--- config.mk ---
export PLATFORM = sky130hd
export DESIGN_NAME = reg_read
export DESIGN_NICKNAME = d
export VERILOG_FILES = /design/src/rtl/reg_read.sv
export SDC_FILE = /design/constraint.sdc
export NUM_CORES = 1
export LEC_CHECK = 0
export CORE_MARGIN = 1
export CORE_UTILIZATION = 56
export CTS_CLUSTER_SIZE = 20
export DETAILED_ROUTE_END_ITERATION = 7
export PLACE_DENSITY = 0.84
export SETUP_SLACK_MARGIN = 0.02
export SYNTH_ARGS = -nofsm -noshare
export SYNTH_HDL_FRONTEND = slang
export SYNTH_SLANG_ARGS = --single-unit
--- constraint.sdc ---
create_clock -name clk -period 2.2 [get_ports clk]
set_clock_uncertainty 0.05 [all_clocks]
set_input_delay 0.44 -clock clk [delete_from_list [all_inputs] [get_ports clk]]
set_output_delay 0.44 -clock clk [all_outputs]
set_load 0.02 [all_outputs]
--- src/rtl/reg_read.sv ---
// reg_read: register file with a zero entry 0 and a 3-state operand read handshake (IDLE -> FETCH -> VALID).
module reg_read #(
    parameter int DATA_W = 4,
    parameter int ADDR_W = 2
) (
    input  logic              clk,
    input  logic              rst_n,
    input  logic              wr_en,
    input  logic [ADDR_W-1:0] wr_addr,
    input  logic [DATA_W-1:0] wr_data,
    input  logic              rd_req,
    input  logic [ADDR_W-1:0] rd_addr1,
    input  logic [ADDR_W-1:0] rd_addr2,
    input  logic              rd_ack,
    output logic [DATA_W-1:0] Rd1,
    output logic [DATA_W-1:0] Rd2,
    output logic              rd_valid,
    output logic              rd_busy
);
    localparam int DEPTH = 1 << ADDR_W;
    typedef enum logic [1:0] {IDLE, FETCH, VALID} state_t;
    state_t state, nxt;
    logic [DATA_W-1:0] regs [DEPTH];
    logic [ADDR_W-1:0] a1, a2;
    logic byp1, byp2;
    always_ff @(posedge clk or negedge rst_n)
        if (!rst_n) state <= IDLE;
        else state <= nxt;
    always_comb begin
        nxt = state == IDLE  ? (rd_req ? FETCH : IDLE) :
              state == FETCH ? VALID :
                               (rd_ack ? IDLE : VALID);
        byp1 = wr_en && wr_addr == a1 && a1 != '0;
        byp2 = wr_en && wr_addr == a2 && a2 != '0;
    end
    assign rd_valid = state == VALID;
    assign rd_busy  = state != IDLE;
    // entry 0 is never written, so it stays at its reset value of zero
    always_ff @(posedge clk or negedge rst_n)
        if (!rst_n) begin
            for (int i = 0; i < DEPTH; i++) regs[i] <= '0;
            a1  <= '0;
            a2  <= '0;
            Rd1 <= '0;
            Rd2 <= '0;
        end else begin
            if (wr_en && wr_addr != '0) regs[wr_addr] <= wr_data;
            if (state == IDLE && rd_req) begin
                a1 <= rd_addr1;
                a2 <= rd_addr2;
            end
            if (state == FETCH) begin
                Rd1 <= byp1 ? wr_data : regs[a1];
                Rd2 <= byp2 ? wr_data : regs[a2];
            end
        end
endmodule
## After elaboration in Yosys (flattened, before gate mapping)

Index checks and enable logic that the tools add are counted.

| operators by class | value |
|---|---|
| divide/modulo/power cells | 0 |
| multiply operators | 0 |
| order comparisons | 4 |
| add/subtract/negate cells | 0 |
| shift-type cells | 0 |
| bitwise logic cells | 3 |
| equality and inequality tests | 4 |
| muxes and demuxes | 15 |
| reductions and logical operators | 12 |

Operators with widths:

| cell | number |
|---|---|
| $mux 4 | 7 |
| $bmux 4 s2 | 2 |
| $bwmux 16 | 1 |
| $ge 3x3->1 const B | 3 |
| $not 2->3 | 3 |
| $demux 4 s2 | 1 |
| $reduce_bool 2->1 | 4 |
| $logic_and 1x1->1 | 7 |
| $mux 2 | 3 |
| $eq 2x2->1 | 2 |
| $lt 3x1->1 const B | 1 |
| $eq 2x1->1 const B | 1 |
| $eq 2x2->1 const B | 1 |
| $logic_not 2->1 | 1 |
| $mux 1 | 1 |

| storage, ports and cells | value |
|---|---|
| ROM bits | 0 |
| memories kept | 0 |
| bits of input ports | 15 |
| output and inout bits | 10 |
| register bits after elaboration | 30 |
| memory bits (writable) | 0 |
| bits in latches | 0 |

## Longest topological paths before layout

Gate-level depths: netlist of the first run.

| logic depth | value |
|---|---|
| depth in word-level cells | 6 |
| mapped depth | 5 |
| depth with buffers taken out | 4 |

## Worst setup path before layout of the first run

No wires, ideal clock.

| path | value |
|---|---|
| path kind | in2reg |
| start | input port wr_addr[0] |
| end | register Rd1[0] |
| stages on the path | 5 |
| data arrival time | 1230 ps |
| path slack | 783 ps |
| required time | 2013 ps |
| library setup time | 137 ps |
| buffers on the path | 1 |
| cells stage by stage | buf_6 -> xor2_1 -> o22ai_4 -> mux2i_1 -> a21oi_1 |

| between the ends | value |
|---|---|
| cells in the longest elaborated chain, start to end | 4 |

RTL lines:

| element | line | source |
|---|---|---|
| start, declared | 9 | `input logic [ADDR_W-1:0] wr_addr,` |
| $eq 2x2->1 | 33 | `byp1 = wr_en && wr_addr == a1 && a1 != '0;` |
| $logic_and 1x1->1 (2 in series) | 33 |  |
| $mux 4 | 53 | `Rd1 <= byp1 ? wr_data : regs[a1];` |
| end signal, assigned | 53 |  |
| end, declared | 15 | `output logic [DATA_W-1:0] Rd1,` |

No other way between the ends.
A chain may end at the register's enable or synchronous reset.

## Worst setup path in the final report of the first run

| path | value |
|---|---|
| start | register state[1] |
| end | output port rd_valid |

| between the ends | value |
|---|---|
| cells in the longest elaborated chain, start to end | 1 |

RTL lines:

| element | line | source |
|---|---|---|
| start, declared | 22 | `state_t state, nxt;` |
| start signal, assigned | 28 | `else state <= nxt;` |
| $eq 2x2->1 | 36 | `assign rd_valid = state == VALID;` |
| end, declared | 17 | `output logic rd_valid,` |

No other way between the ends.

==> results of run 1 <==
==> worst max path at each step <==
| stage | cells after the start | slack [ns] | end |
|---|---|---|---|
| final | 2 | 0.25 | rd_valid |
| after global routing | 2 | 0.17 | rd_valid |
| after CTS | 2 | 0.05 | rd_busy |
| after detailed placement | 5 | 0.20 | Rd1[1]$_DFFE_PN0N_ |
| after global placement | 5 | 0.25 | Rd2[3]$_DFFE_PN0N_ |
| after floorplan | 5 | 0.78 | Rd1[0]$_DFFE_PN0N_ |
==> where the power goes <==
group | switching [mW] | leakage [nW] | internal, mW | total [mW]
Sequential | 0.197 | 0.361 | 0.722 | 0.919
Combinational | 0.399 | 0.347 | 0.530 | 0.929
Clock | 0.182 | 0.0446 | 0.218 | 0.401
Total | 0.778 | 0.753 | 1.47 | 2.25
==> stage by stage <==
| stage | cell area, um2 | worst slack [ns] |
|---|---|---|
| global route | 1813 | 0.1741 |
| floorplan | 1489 | 0.7827 |
| global placement | 1732 | 0.2468 |
| detailed placement | 1732 | 0.1968 |
| CTS | 1810 | 0.05343 |
| finish | 1813 | 0.2459 |
==> state kept, by name, indices dropped and copies added, names as in the netlist <==
name   flops
regs      16
a1         2
Rd1        4
Rd2        4
state      2
a2         2
==> cell usage after synthesis, types with 2 or more instances <==
cell type | n | area (um2)
xor2_1 | 2 | 17.52
mux2i_1 | 8 | 80.08
mux4_1 | 4 | 105.1
buf_6 | 2 | 22.52
nand3b_1 | 2 | 15.01
mux4_2 | 4 | 90.09
a21oi_1 | 8 | 40.04
nor2b_1 | 2 | 12.51
mux2_2 | 16 | 180.2
clkbuf_1 | 5 | 18.77
dfrtp_1 | 30 | 750.7
nand3_1 | 2 | 10.01
nor2_1 | 8 | 30.03
==> logic make-up after synthesis <==
family          after synthesis  synth area share, %
simple gates                 19                7.815
flops                        30                50.42
mux                          32                30.59
compound gates               11                6.387
xor+xnor                      2                1.177
buf+inv                      10                3.613
==> cell type report <==
| class | instances | area [um2] |
|---|---|---|
| inverters | 1 | 3.754 |
| repair buffers | 26 | 257.7 |
| flip-flops and latches | 30 | 750.7 |
| clock buffers | 8 | 78.83 |
| well taps | 30 | 37.54 |
| fillers | 171 | 686.9 |
| multi-input cells | 64 | 684.4 |
==> metal layers <==
| metal | vias up | GRT usage [%] | part of all wire [%] |
|---|---|---|---|
| met5 | - | 0 | 0 |
| met4 | 0 | 9.211 | 1.2 |
| met3 | 6 | 6.780 | 4.8 |
| met2 | 27 | 34.38 | 48 |
| met1 | 465 | 30.81 | 46 |
| li1 | 430 | - | - |
==> flow_summary_export.csv, run 1 <==
group,metric,value,unit
setup_path,critPathCaptureType,"output pin",
min_path,hold_path_startpoint,"regs[15]$_DFFE_PN0P_",
finish,final_cells,159,
clock_network,cts-hold-fix-buffers,0,
timing,finalMaxSlewViolations,0,
timing,rsz0062_at_grt,"false",
synthesis,synth_cells,104,
place,dp.final_hpwl,1.924,mm
route,drtPass1Iterations,4,
pwr,power_density,1240,nW/um2
clock_network,postCtsResizedCells,0,
pwr,vdd_drop_max,0.0008508,V
route,drtAntennaViolNets,0,
synthesis,synth_area,1489,um2
floorplan,ioPinCount,25,
grt,antenna_found_initial,0,
pwr,leakagePower,0.7527,nW
finish,mostFrequentLayoutCells,"dfrtp_1, clkdlybuf4s50_1, mux2_2",
place,place.gp.congestion,0.7683,
timing,hold_violations,0,
floorplan,core_area,2500,um2
setup_path,crit_start,"state[1]$_DFF_PN0_",
synthesis,synth_cell_types,24,
clock_network,h-tree-depth,2,
finish,area_growth,21.76,%
finish,final_util,72.52,%
setup_path,start_kind,"flop",
setup_path,r2r_cells,3,
grt,grt_pass1_vias,907,
route,drt-total-wl,2.661,mm
setup_path,cp_data_required_time,1.71,ns
setup_path,worstPathArrival,1.46,ns
synthesis,synth_ff_type,"dfrtp_1",
floorplan,rows,18,
synthesis,yosysSeqAreaShare,50.42,%
floorplan,initial_core_util,59.56,%
min_path,hp-class,"flop to flop",
finish,nets,143,
setup_path,critPathBufInv,1,
clock_network,ctsRootBufferMaster,"clkbuf_4",
synthesis,synth_edf_count,0,
clock_network,cts.sinks,30,
setup_path,worstPathCellList,"nor2b_1, clkdlybuf4s50_1",
synthesis,synth_seq_cells,30,
finish,final_common_cell,"dfrtp_1",
synthesis,yosysWarnings,0,
min_path,holdPathEnd,"regs[15]$_DFFE_PN0P_",
timing,setup_viol,0,
timing,worstMarginPinSlew,0.4331,ns
clock_network,postCtsSetupBuffers,0,
setup_path,critPathMaxFanout,4,
min_path,hold_depth,0,
clock_network,insertion_delay,0.33,ns
setup_path,critPathMaxStageDelay,0.61,ns
timing,finalSetupTns,0,ns
route,drtIter0Drc,17,
timing,timing.final.crit_period,1.954,ns
setup_path,slowest_stage,"clkdlybuf4s50_1",
setup_path,rr_startpoint,"a2[0]$_DFFE_PN0P_",
timing,clock.fmax,511.7,MHz
setup_path,setup.worst_path.class,"flop to output pin",
grt,grt_pass1_wl,4.381,mm
clock_network,cts_buffers,5,
setup_path,cpLargestDelayFamily,"buffers and inverters",
finish,antennaDiodeCount,0,
timing,whs,0.3531,ns
job,drv_cap,0,
route,num_vias,928,
timing,fin_crit_sh,88.82,%
pwr,power.total,2.248,mW
place,dp.cells,151,
floorplan,die_x,53.57,um
floorplan,die-area,2869,um2
setup_path,reg2reg_setup_slack,0.62,ns
floorplan,die_h,53.57,um
synthesis,synth_nets,119,
setup_path,worstReg2RegEnd,"Rd2[2]$_DFFE_PN0N_",
route,viasPerCell,5.836,
timing,max_slew_margin,71.13,%
clock_network,clock_path_buffers,2,
finish,layout-drive-gt1-share,27.13,%
clock_network,clk_pin_slew,0.10,ns
synthesis,ys_async_sr_fraction,100.0,%
place,io_buffers,24,
clock_network,cts_tree,"built",
grt,grt-ovfl-total,0,
route,drc,0,
route,wl_per_cell,16.74,um
synthesis,synth.avg_cell_area,14.32,um2
outcome,status,"complete, no violations",
grt,grtUsageTotal,22.76,%
grt,grt_max_degree,31,
(Power assumes the default switching activity.)
==> run 2, diff against run 1 <==
SKIP_CTS_REPAIR_TIMING = 1   (was unset)
==> results of run 2 <==
Same layout as run 1: the final DEF is identical, and so are final timing and power.
